===== src/rtl/wb_pkg.sv =====
// Shared encodings for the writeback stage: result sources, load funct3
// codes and the W-slot state machine states.
package wb_pkg;

  // Result source selector values as they arrive on ResultSrcM.
  typedef enum logic [1:0] {
    SRC_ALU  = 2'd0,
    SRC_LOAD = 2'd1,
    SRC_PC4  = 2'd2,
    SRC_CSR  = 2'd3
  } result_src_e;

  // RISC-V load funct3 encodings understood by the extractor.
  localparam logic [2:0] F3_LB  = 3'b000;
  localparam logic [2:0] F3_LH  = 3'b001;
  localparam logic [2:0] F3_LW  = 3'b010;
  localparam logic [2:0] F3_LBU = 3'b100;
  localparam logic [2:0] F3_LHU = 3'b101;

  // Occupancy of the W slot.
  //   EMPTY   : nothing live
  //   READY   : result available, may write/retire
  //   WAIT_LD : live load waiting for its response
  //   DRAIN   : killed load whose response must still be swallowed
  typedef enum logic [1:0] {
    EMPTY   = 2'd0,
    READY   = 2'd1,
    WAIT_LD = 2'd2,
    DRAIN   = 2'd3
  } wb_state_e;

endpackage


===== src/rtl/wb_load_extract.sv =====
// Load data extractor: picks the addressed byte or halfword out of the
// aligned memory word and sign- or zero-extends it to XLEN.
module wb_load_extract
  import wb_pkg::*;
#(
  parameter int XLEN = 32
) (
  input  logic [XLEN-1:0] data,
  input  logic [2:0]      funct3,
  input  logic [1:0]      offset,
  output logic [XLEN-1:0] value
);

  logic [31:0] word_v;
  logic [15:0] half_v;
  logic [7:0]  byte_v;

  // Lane selection from the low word, then extension chosen by funct3.
  always_comb begin
    // NOTE: every output of a combinational block gets a value on every
    // path (defaults first or a full case with default); a missed path
    // would infer a latch.
    word_v = data[31:0];
    byte_v = word_v[{offset, 3'b000} +: 8];
    half_v = offset[1] ? word_v[31:16] : word_v[15:0];
    case (funct3)
      F3_LB:   value = XLEN'($signed(byte_v));
      F3_LH:   value = XLEN'($signed(half_v));
      F3_LW:   value = XLEN'($signed(word_v));
      F3_LBU:  value = XLEN'(byte_v);
      F3_LHU:  value = XLEN'(half_v);
      default: value = '0;
    endcase
  end

endmodule


===== src/rtl/writeback_stage_pipe.sv =====
// Writeback stage: owns the MEM/WB register, waits for variable-latency
// load responses, selects the result source and drives the register-file
// write port, forwarding value and retire pulse.
module writeback_stage_pipe
  import wb_pkg::*;
#(
  parameter int XLEN    = 32,
  parameter int REG_AW  = 5,
  parameter int NUM_SRC = 4,
  parameter int SRC_W   = $clog2(NUM_SRC)
) (
  input  logic              CLK,
  input  logic              RESET,
  input  logic              ValidM,
  input  logic              RegWriteM,
  input  logic [SRC_W-1:0]  ResultSrcM,
  input  logic [2:0]        LoadFuncM,
  input  logic [REG_AW-1:0] RdM,
  input  logic [XLEN-1:0]   ALUResultM,
  input  logic [XLEN-1:0]   PCPlus4M,
  input  logic [XLEN-1:0]   CSRDataM,
  input  logic              RspValid,
  input  logic [XLEN-1:0]   RspData,
  input  logic              StallW,
  input  logic              FlushW,
  output logic              ValidW,
  output logic              RegWriteW,
  output logic [REG_AW-1:0] RdW,
  output logic [XLEN-1:0]   ResultW,
  output logic              WaitLoadW,
  output logic              RetireW
);

  // W-slot state
  wb_state_e state_q, state_d;

  // MEM/WB pipeline register
  logic              valid_q,    valid_d;
  logic              regwrite_q, regwrite_d;
  logic [SRC_W-1:0]  src_q,      src_d;
  logic [2:0]        funct3_q,   funct3_d;
  logic [REG_AW-1:0] rd_q,       rd_d;
  logic [XLEN-1:0]   alu_q,      alu_d;
  logic [XLEN-1:0]   pc4_q,      pc4_d;
  logic [XLEN-1:0]   csr_q,      csr_d;
  logic [XLEN-1:0]   ld_data_q,  ld_data_d;

  // Decoded control
  logic            load_busy;
  logic            in_ready;
  logic            capture;
  logic            is_load_m;
  logic            ld_accept;
  logic [XLEN-1:0] ld_value;
  logic [XLEN-1:0] result_mux;

  // Control decode: when the register may load, and whether a response is taken.
  always_comb begin
    load_busy = (state_q == WAIT_LD) || (state_q == DRAIN);
    in_ready  = (state_q == READY);
    // Upstream holds while a load is outstanding, so capture is blocked then.
    capture   = ~StallW & ~load_busy;
    is_load_m = (int'(ResultSrcM) == int'(SRC_LOAD));
    // Only a load already sitting in W accepts data; the capture cycle never does.
    ld_accept = (state_q == WAIT_LD) & RspValid;
  end

  // Next-state logic of the W-slot FSM; flush outranks stall.
  always_comb begin
    state_d = state_q;
    case (state_q)
      EMPTY, READY: begin
        if (FlushW) begin
          state_d = EMPTY;
        end else if (capture) begin
          if (!ValidM)        state_d = EMPTY;
          else if (is_load_m) state_d = WAIT_LD;
          else                state_d = READY;
        end
      end
      WAIT_LD: begin
        // A response arriving together with the flush settles the load at once.
        if (FlushW)        state_d = RspValid ? EMPTY : DRAIN;
        else if (RspValid) state_d = READY;
      end
      DRAIN: begin
        if (RspValid) state_d = EMPTY;
      end
      default: state_d = EMPTY;
    endcase
  end

  // Pipeline register next values: capture from M, kill on flush, latch load data.
  always_comb begin
    valid_d    = valid_q;
    regwrite_d = regwrite_q;
    src_d      = src_q;
    funct3_d   = funct3_q;
    rd_d       = rd_q;
    alu_d      = alu_q;
    pc4_d      = pc4_q;
    csr_d      = csr_q;
    ld_data_d  = ld_data_q;
    if (capture) begin
      valid_d    = ValidM & ~FlushW;
      regwrite_d = RegWriteM;
      src_d      = ResultSrcM;
      funct3_d   = LoadFuncM;
      rd_d       = RdM;
      alu_d      = ALUResultM;
      pc4_d      = PCPlus4M;
      csr_d      = CSRDataM;
    end else if (FlushW) begin
      valid_d = 1'b0;
    end
    if (ld_accept) begin
      ld_data_d = RspData;
    end
  end

  // State and pipeline register, cleared asynchronously.
  always_ff @(posedge CLK or negedge RESET) begin
    // NOTE: sequential state uses non-blocking assignments so every flop
    // samples the pre-edge values; every register here is a plain flop and
    // is cleared so an abandoned load leaves nothing behind.
    if (!RESET) begin
      state_q    <= EMPTY;
      valid_q    <= 1'b0;
      regwrite_q <= 1'b0;
      src_q      <= '0;
      funct3_q   <= '0;
      rd_q       <= '0;
      alu_q      <= '0;
      pc4_q      <= '0;
      csr_q      <= '0;
      ld_data_q  <= '0;
    end else begin
      state_q    <= state_d;
      valid_q    <= valid_d;
      regwrite_q <= regwrite_d;
      src_q      <= src_d;
      funct3_q   <= funct3_d;
      rd_q       <= rd_d;
      alu_q      <= alu_d;
      pc4_q      <= pc4_d;
      csr_q      <= csr_d;
      ld_data_q  <= ld_data_d;
    end
  end

  // Byte/half/word extraction of the latched response; offset is the load address.
  wb_load_extract #(
    .XLEN (XLEN)
  ) u_load_extract (
    .data   (ld_data_q),
    .funct3 (funct3_q),
    .offset (alu_q[1:0]),
    .value  (ld_value)
  );

  // Result source mux; an index beyond the configured sources reads as zero.
  always_comb begin
    result_mux = '0;
    if (int'(src_q) < NUM_SRC) begin
      case (int'(src_q))
        int'(SRC_ALU):  result_mux = alu_q;
        int'(SRC_LOAD): result_mux = ld_value;
        int'(SRC_PC4):  result_mux = pc4_q;
        int'(SRC_CSR):  result_mux = csr_q;
        default:        result_mux = '0;
      endcase
    end
  end

  // Outputs: writes, forwarding and retire are only meaningful in READY.
  always_comb begin
    ValidW    = valid_q;
    RdW       = rd_q;
    // x0 writes are suppressed but the instruction still retires.
    RegWriteW = in_ready & regwrite_q & (rd_q != '0);
    ResultW   = in_ready ? result_mux : '0;
    WaitLoadW = load_busy;
    // A stalled READY instruction repeats its write but retires only on leaving.
    RetireW   = in_ready & ~StallW & ~FlushW;
  end

endmodule


===== config.mk =====
export PLATFORM = sky130hd
export DESIGN_NAME = writeback_stage_pipe
export DESIGN_NICKNAME = d
export VERILOG_FILES = /design/src/rtl/wb_pkg.sv /design/src/rtl/wb_load_extract.sv /design/src/rtl/writeback_stage_pipe.sv
export SDC_FILE = /design/constraint.sdc
export NUM_CORES = 1
export LEC_CHECK = 0
export CORE_MARGIN = 5
export CORE_UTILIZATION = 49
export CTS_CLUSTER_SIZE = 24
export DETAILED_ROUTE_END_ITERATION = 10
export HOLD_SLACK_MARGIN = 0.06
export PLACE_DENSITY = 0.86
export RECOVER_POWER = 25
export SLEW_MARGIN = 30
export SYNTH_ARGS = -nofsm -noshare
export SYNTH_HDL_FRONTEND = slang
export SYNTH_HIERARCHICAL = 1
export SYNTH_SLANG_ARGS = --single-unit
export TNS_END_PERCENT = 5

===== constraint.sdc =====
create_clock -name CLK -period 3.1 [get_ports CLK]
set_clock_uncertainty 0.05 [all_clocks]
set_input_delay 0.62 -clock CLK [delete_from_list [all_inputs] [get_ports CLK]]
set_output_delay 0.62 -clock CLK [all_outputs]
set_load 0.02 [all_outputs]

==> results of run 1 <==
[layout by cell type, fill, tap and decap left out, types with 6 or more instances in the layout]
| cell type | n |
|---|---|
| buf_12 | 6 |
| buf_2 | 18 |
| buf_4 | 33 |
| buf_6 | 11 |
| clkbuf_16 | 20 |
| clkdlybuf4s50_1 | 152 |
| dfrtp_1 | 139 |
| mux2_1 | 19 |
| mux2_2 | 126 |
| mux4_2 | 30 |
| nand2_1 | 11 |
| nand3_1 | 16 |
| nor2b_1 | 26 |
| nor2b_2 | 6 |
| o211ai_1 | 16 |
[per-layer routing]
metal / track usage / part of all wire / wire length [microns]
met1: 0.2878 / 0.40 / 7760
met2: 0.3635 / 0.49 / 9440
met5: 0 / 0.00067 / 13
met3: 0.06667 / 0.085 / 1633
met4: 0.08106 / 0.023 / 446
[stage by stage]
stage               setup TNS (ns)  power (mW)
global route                -5.356       6.466
detailed placement          -1.795       3.904
floorplan                        0       3.244
CTS                         -2.048       6.093
global placement           -0.4979       3.840
finish                      -2.441       6.202
[kinds of logic after synthesis]
family                 Yosys count  synth area share
AO/OA/AOI/OAI                   46           0.04882
AND/OR/NAND/NOR                 88           0.07252
multiplexers                   187            0.3438
flip-flops                     142            0.4951
buffers and inverters           41           0.03975
[cell type report]
| type | count | area, sq um |
|---|---|---|
| inverters | 1 | 3.754 |
| clock inverters | 6 | 155.1 |
| flip-flops and latches | 142 | 3557 |
| well taps | 184 | 230.2 |
| repair buffers | 225 | 2188 |
| multi-input cells | 321 | 3423 |
| fillers | 1016 | 4380 |
| clock buffers | 25 | 485.5 |
[critical path: stages, from the launching register on]
cell	delay [ns]
dfrtp_1	0.42
mux2_4	0.33
a22oi_4	0.19
buf_12	0.15
clkbuf_16	0.14
o211ai_1	0.11
mux4_2	0.47
nor2b_2	0.17
buf_6	0.15
[flip-flops by register name (all words and copies together), names as in the netlist]
register	cells
funct3_q	3
alu_q	32
ValidW	1
src_q	2
ld_data_q	32
csr_q	32
state_q	2
regwrite_q	1
RdW	5
pc4_q	32
[worst max path at each step]
| stage | cells after the start | slack (ns) | endpoint |
|---|---|---|---|
| 2_1_floorplan | 6 | 0.50 | ResultW[0] |
| 3_3_place_gp | 7 | -0.07 | ResultW[14] |
| 3_5_place_dp | 7 | -0.13 | ResultW[23] |
| 4_1_cts | 7 | -0.13 | ResultW[14] |
| 5_1_grt | 8 | -0.19 | ResultW[27] |
| 6_report | 8 | -0.12 | ResultW[16] |
[synthesized netlist by cell type (3+ instances only)]
cell type,n
mux2_1,19
buf_2,15
mux2_2,128
mux4_2,29
nand2b_1,5
mux2i_1,8
nand2_1,11
dfrtp_1,142
o22ai_1,4
nor2b_1,35
buf_12,3
a21oi_1,3
a221o_1,4
a22oi_1,3
mux4_1,3
o211ai_1,16
o221ai_1,6
buf_4,7
nand3_1,16
o21ai_0,6
buf_6,5
nor3_1,5
clkbuf_1,10
nor2_1,4
[repair_timing]
action,in CTS,in global routing
pin swaps,0,3
endpoints found under the setup margin,32,32
buffers inserted,2,5
gates cloned,0,4
resized for setup,131,49
[power breakdown]
group | total (mW) | internal (mW) | switching (mW)
logic | 1.60 | 0.957 | 0.648
registers | 2.39 | 2.15 | 0.236
clock network | 2.21 | 1.49 | 0.723
total | 6.20 | 4.60 | 1.61
==> metrics.md, run 1 <==
| Metric | Value |
|---|---|
| Worst setup SP type | `flop` |
| Cells on Worst Hold Path | `1` |
| Clock sink total | `142` |
| DR iter-0 viols | `289` |
| Hold path endpoint | `pc4_q[22]` |
| Pre-CTS WS | `-0.1260 ns` |
| Die Ht | `131.0 microns` |
| Total grt overflow | `0` |
| Synth Cell Area | `7177 sq um` |
| Slew @ Worst Pin | `1.848 ns` |
| Worst Path Required | `2.43 ns` |
| RSZ-0062 raised after global routing | `true` |
| Crit. Startpoint | `alu_q[0]` |
| Vias per cell | `5.610` |
| Share of the synthesized area in the top cell type | `0.4951` |
| WP data arrival | `2.55 ns` |
| DRC violations left | `0` |
| Fin util | `0.6963` |
| Std cell rows | `44` |
| Drt total wl | `19.29 mm` |
| Ys Warns | `6` |
| Worst VDD drop | `0.4368 mV` |
| Hold Startpoint | `pc4_q[22]` |
| Syn Nets | `649` |
| Root buffer cell | `clkbuf_16` |
| CP Capture Type | `output port` |
| Final nets | `853` |
| Vias in the first global route | `5415` |
| Area growth, synth to finish | `39.94%` |
| Netlist cell types | `40` |
| Post-DP HPWL | `14.00 mm` |
| Post-route insts no fill | `904` |
| End of the worst register-to-register path | `alu_q[8]` |
| PortBufs | `185` |
| Synth Instances | `504` |
| Dpl cells | `862` |
| Reg-to-reg setup timing slack | `1.24 ns` |
| Post-route cell area | `10040 sq um` |
| Global Route Usage Sum | `0.2245` |
| Leakage power | `4.179 nW` |
| Failing checks | `max-capacitance violations, max-slew violations, negative setup slack` |
| Post-synth top area cell | `dfrtp_1` |
| Crit-path max FO | `5` |
| Sequential-to-total area share from yosys stat | `0.4951` |
| Layout cells sized above 1 | `0.3958` |
| Hold Fails Final Rpt | `0` |
| Final setup viols | `32` |
| Post-synth EDFFs | `0` |
| Synthesized flop and latch total | `142` |
| Htree depth | `4` |
| Final worst slack | `-0.1152 ns` |
| Syn_area_per_cell | `14.24 sq um` |
| Routability cong. | `0.8939` |
| DR vias | `5071` |
| DRT Pass-1 Iters | `4` |
| WL per Instance | `21.34 microns` |
| Placed Area | `9261 sq um` |
| Synth area leaders | `dfrtp_1 50%, mux2_2 20%, mux4_2 9.1%, nor2b_1 3.1%, mux2_1 3.0%` |
| ANT nets after route | `0` |
| Fin crit period | `3.215 ns` |
| Initial antenna violation count | `1` |
| Largest net degree at the start of global routing | `74` |
| Top Ports | `186` |
| R2r startpoint | `state_q[1]` |
| First-pass GRT wire length | `29.05 mm` |
| Post-synth top flop | `dfrtp_1` |
| Worst Hold Class | `flop to flop` |
| Outcome | `finished with violations` |
| Core area | `14420 sq um` |
| WHS | `0.4289 ns` |
| Max_slew headroom | `-0.2321` |
| CTS tree | `yes` |
| CTS Buf Count | `17` |
| Die area | `17170 sq um` |
| Clk pin slew, worst setup/hold paths | `0.05 ns` |
| PD cells | `617.6 nW/um^2` |
| ANT cells | `0` |
| Latest clock arrival within the worst-skew pair | `0.41 ns` |
| Critical path type | `flop to output port` |
| Max-cap violation count | `1` |
| Initial core utilization | `0.4976` |
| Async set-or-reset flop fraction in the synthesized netlist | `1.000` |
| Worst Reg-to-Reg Cells | `3` |
| FMAX | `311.0 MHz` |
| Die Span X | `131.0 microns` |
| Maximum clock insertion buffer count | `2` |
| Post-CTS Hold Buffers | `0` |
| Max-slew violations | `74` |
| Final period utilization | `1.037` |
(Power assumes the default switching activity.)
==> run 2: changes to the inputs <==
CORE_UTILIZATION = 53   (was 49)
PLACE_DENSITY = 0.92   (was 0.86)
clock period = 3.7 ns   (was 3.1 ns; I/O delays follow)
==> metrics.md, run 2 (synthesis results as in run 1) <==
| Metric | Value |
|---|---|
| Outcome | `finished with violations` |
| Failing checks | `max-capacitance violations, max-slew violations` |
| DRT Pass-1 Iters | `5` |
| Switching power | `1.308 mW` |
| Setup TNS | `0 ns` |
| Initial core utilization | `0.5420` |
| Clock sink total | `142` |
| Final nets | `831` |
| Placed Area | `9100 sq um` |
| DRC violations left | `0` |
| Slew @ Worst Pin | `1.695 ns` |
| Post-route insts no fill | `875` |
| DR vias | `5018` |
| Die area | `15970 sq um` |
| Worst VDD drop | `0.3469 mV` |
| Hold Fails Final Rpt | `0` |
| Fillcell total | `897` |
| RSZ-0062 raised after global routing | `true` |
| ANT nets after route | `0` |
| CTS tree | `yes` |
| Maximum clock insertion buffer count | `2` |
| Vias per cell | `5.735` |
| Max-cap violation count | `1` |
| Final setup viols | `0` |
| Total grt overflow | `0` |
| Top Ports | `186` |
| Internal Power | `3.511 mW` |
| Htree depth | `4` |
| Final worst slack | `0.04790 ns` |
| Drt total wl | `18.96 mm` |
| Dpl cells | `839` |
| Max_slew headroom | `-0.1303` |
| Largest net degree at the start of global routing | `71` |
| Post-route cell area | `9678 sq um` |
| Routability cong. | `0.8885` |
| Fin crit period | `3.652 ns` |
| End point of the critical path | `ResultW[25]` |
| Reg-to-reg setup timing slack | `1.81 ns` |
| Switching Share | `0.2714` |
| Sequential share of power | `0.419` |
| WP data arrival | `2.86 ns` |
| ANT cells | `0` |
| Clk pin slew, worst setup/hold paths | `0.06 ns` |
| Pre-CTS WS | `0.1752 ns` |
| CP Capture Type | `output port` |
| Worst Hold Class | `flop to flop` |
| Post-DP HPWL | `13.61 mm` |
| PD cells | `497.9 nW/um^2` |
| Layout cells sized above 1 | `0.3104` |
| Die Span X | `126.4 microns` |
| Global Route Usage Sum | `0.2402` |
| First-pass GRT wire length | `29.98 mm` |
| Std cell rows | `42` |
| End of the worst register-to-register path | `alu_q[20]` |
| Crit. Startpoint | `alu_q[0]` |
| WL per Instance | `21.66 microns` |
| Critical path type | `flop to output port` |
| Worst setup SP type | `flop` |
| Vias in the first global route | `5578` |
| Logic gate share of total power | `0.240` |
| Core area | `13240 sq um` |
| Final period utilization | `0.9871` |
| Initial antenna violation count | `0` |
| PortBufs | `185` |
| Most frequent cells in the layout | `153 x clkdlybuf4s50_1, 138 x dfrtp_1, 128 x mux2_2` |
| Leakage power | `4.060 nW` |
| Worst Reg-to-Reg Cells | `3` |
| Die Ht | `126.4 microns` |
| Crit-path max FO | `11` |
| Power share of the clock group | `0.341` |
| Worst Path Required | `2.91 ns` |
| CTS Buf Count | `17` |
| Area growth, synth to finish | `34.85%` |
| Commonest non-fill, non-tap cell in the layout | `clkdlybuf4s50_1` |
| DR iter-0 viols | `341` |
| R2r startpoint | `state_q[1]` |
| Root buffer cell | `clkbuf_16` |
| Max-slew violations | `71` |
| Final Power | `4.819 mW` |
| FMAX | `273.8 MHz` |
| Latest clock arrival within the worst-skew pair | `0.41 ns` |
-- run 2: cell types whose count changed in the layout (fill, tap and decap cells not counted), moves of 6 or more --
cell,before,now
nor2b_1,26,35
buf_4,33,14
nor2b_2,6,0
buf_6,11,2
buf_2,18,0
dlygate4sd2_1,0,26
-- run 2: power groups by stage --
stage                     sequential [mW]  combinational (mW)  clock [mW]
after detailed placement             2.04                1.17           0
final                                2.02                1.16        1.64
after floorplan                      1.94               0.779           0
after global placement               2.02                1.13           0
after CTS                            2.01                1.15        1.67
after global routing                 2.05                1.25        1.74
-- run 2: stage by stage --
step,hold slack (ns),util
final,0.4314,0.7308
after global routing,0.4486,0.7308
after CTS,0.2972,0.7289
after detailed placement,0.4208,0.6872
after global placement,0.4116,0.6872
after floorplan,0.3944,-
-- run 2: how the worst min path moves through the flow --
stage              start   endpoint  slack (ns)  cells after the start
6_report       pc4_q[18]  pc4_q[18]        0.43                      1
5_1_grt        pc4_q[21]  pc4_q[21]        0.45                      1
4_1_cts            RESET   csr_q[0]        0.30                      1
3_5_place_dp   pc4_q[27]  pc4_q[27]        0.42                      1
3_3_place_gp   pc4_q[16]  pc4_q[16]        0.41                      1
2_1_floorplan      RESET     RdW[0]        0.39                      0
-- run 2: layout make-up --
class,count,area [sq um],area share
Multi-Input combinational cell,321,3348,0.3460
Timing Repair Buffer,203,1972,0.2037
Clock inverter,5,52.55,0.005430
Tap cell,176,220.2,0.02275
Sequential cell,142,3558,0.3677
Clock buffer,27,523.0,0.05404
Inverter,1,3.754,0.0003878
-- run 2: worst max-delay path: stages (launching register included) --
cell and delay (ns):
dfrtp_1 0.46, mux2_2 0.39, a22oi_4 0.33, buf_6 0.21
o211ai_1 0.09, mux4_2 0.47, nor2b_1 0.15, dlygate4sd2_1 0.35
-- run 2: what timing repair did --
item                                    4_1_cts  5_1_grt
resized for setup                            35        7
hold buffers                                  0        0
setup buffers                                 0        4
endpoints found under the setup margin       32       20
pin swaps                                     0        1
-- run 2: per-layer routing --
metal,share of wire,vias up,track usage
met4,0.023,0,0.07508
met3,0.076,32,0.06852
met2,0.49,228,0.3907
met1,0.41,2507,0.3148
met5,0,-,0
li1,-,2251,-
==> run 3: changes to the inputs <==
--- a/constraint.sdc
+++ b/constraint.sdc
@@ -4,2 +4,2 @@
 set_output_delay 0.74 -clock CLK [all_outputs]
-set_load 0.02 [all_outputs]
+set_load 0.005 [all_outputs]
==> metrics.md, run 3 (synthesis results as in run 1) <==
| Metric | Value |
|---|---|
| Max-cap violation count | `1` |
| Post-route cell area | `9726 sq um` |
| PD cells | `476.9 nW/um^2` |
| Largest net degree at the start of global routing | `78` |
| FMAX | `275.8 MHz` |
| Post-DP HPWL | `13.78 mm` |
| Top Ports | `186` |
| Final Power | `4.638 mW` |
| Most frequent cells in the layout | `166 x clkdlybuf4s50_1, 137 x dfrtp_1, 126 x mux2_2` |
| Initial antenna violation count | `1` |
| Critical path's largest stage delay | `0.51 ns` |
| Crit path max-delay cell type | `dfrtp_2` |
| Outcome | `finished with violations` |
| Worst Hold Class | `flop to flop` |
| Post-route insts no fill | `880` |
| Area growth, synth to finish | `35.51%` |
| DR iter-0 viols | `276` |
| ANT nets after route | `0` |
| Initial core utilization | `0.5420` |
| Slew @ Worst Pin | `1.879 ns` |
| Pre-CTS WS | `0.2480 ns` |
| Final setup viols | `0` |
| Commonest non-fill, non-tap cell in the layout | `clkdlybuf4s50_1` |
| Maximum clock insertion buffer count | `2` |
| Routability cong. | `0.9439` |
| Die Ht | `126.4 microns` |
| Htree depth | `4` |
| Drt total wl | `18.86 mm` |
| Fin util | `0.7344` |
| Worst VDD drop | `0.3725 mV` |
| Placed Area | `9092 sq um` |
| Final worst slack | `0.07400 ns` |
| Vias in the first global route | `5566` |
| Setup TNS | `0 ns` |
| Max_slew headroom | `-0.2527` |
| Crit-path cells | `buf_4 > mux2_2 > mux2i_1 > o22ai_1 > mux4_1 > nor2b_1 > clkdlybuf4s50_1` |
| Die Span X | `126.4 microns` |
| Root buffer cell | `clkbuf_16` |
| Total grt overflow | `0` |
| CP Capture Type | `output port` |
| Critical path type | `flop to output port` |
| RSZ-0062 raised after global routing | `true` |
| Global Route Usage Sum | `0.2419` |
| Clk pin slew, worst setup/hold paths | `0.06 ns` |
| Hold Fails Final Rpt | `0` |
| DRT Pass-1 Iters | `4` |
| DR vias | `5022` |
| First-pass GRT wire length | `30.18 mm` |
| PortBufs | `185` |
| Leakage power | `4.195 nW` |
| Vias per cell | `5.707` |
| WP data arrival | `2.84 ns` |
| Worst Path Required | `2.91 ns` |
| Buf/Inv on CP | `2` |
| WHS | `0.4357 ns` |
| Final nets | `834` |
| Final period utilization | `0.9800` |
| WL per Instance | `21.43 microns` |
| CTS tree | `yes` |
| Die area | `15970 sq um` |
| Std cell rows | `42` |
| Crit-path max FO | `13` |
| Latest clock arrival within the worst-skew pair | `0.41 ns` |
| Failing checks | `max-capacitance violations, max-slew violations` |
| Max-slew violations | `78` |
| Fin crit period | `3.626 ns` |
| DRC violations left | `0` |
| Core area | `13240 sq um` |
| Worst setup SP type | `flop` |
| Family with the most delay on the worst path | `multiplexers` |
| Dpl cells | `838` |
| CTS Buf Count | `17` |
| Clock sink total | `142` |
| Layout cells sized above 1 | `0.3148` |
## run 3: changes by cell type in the layout (fill, tap and decap cells not counted), sizes merged, moves of 3 or more
cell and change:
clkdlybuf4s15 -3, clkdlybuf4s50 +13, clkinv +4, dlygate4sd2 -25, dlymetal6s2s +15
## run 3: routing by layer
metal	part of all wire	vias up	track usage
met5	0	-	0
met4	0.018	0	0.07571
met1	0.41	2545	0.3097
met3	0.063	24	0.06557
met2	0.51	195	0.4035
li1	-	2258	-
## run 3: worst reg2reg max path: stages (launching register included)
cell and delay [ns]:
dfrtp_1 0.50, nor2_4 0.16, buf_4 0.57, mux2_2 0.47
## run 3: repair_timing
item / in CTS / in global routing
buffers inserted: 3 / 4
gates resized for setup: 7 / 26
pin swaps: 1 / 0
hold buffers: 0 / 0
cloned: 1 / 0
endpoints found under the setup margin: 27 / 31
## run 3: where the power goes
group | internal (mW) | switching, mW | leakage, nW
clock network | 0.865 | 0.612 | 0.251
logic | 0.717 | 0.431 | 2.26
registers | 1.80 | 0.211 | 1.69
total | 3.38 | 1.25 | 4.20
## run 3: layout make-up
cell class | count | area, sq um
Fill cell | 905 | 3517
Timing Repair Buffer | 206 | 2076
Multi-Input combinational cell | 321 | 3357
Antenna cell | 2 | 5.005
Inverter | 1 | 3.754
Sequential cell | 142 | 3560
Clock inverter | 8 | 42.54
Clock buffer | 24 | 461.7
Tap cell | 176 | 220.2
## run 3: worst paths after layout
path,start,to,slack [ns],cells past startpoint
worst max register to register,state_q[1],alu_q[21],1.84,3
max in group asynchronous,RESET,alu_q[19],0.78,2
worst min register to register,alu_q[3],alu_q[3],0.44,1
min in group asynchronous,RESET,alu_q[2],0.80,1
worst max-delay path,alu_q[1],ResultW[1],0.07,7
worst min-delay path,alu_q[3],alu_q[3],0.44,1
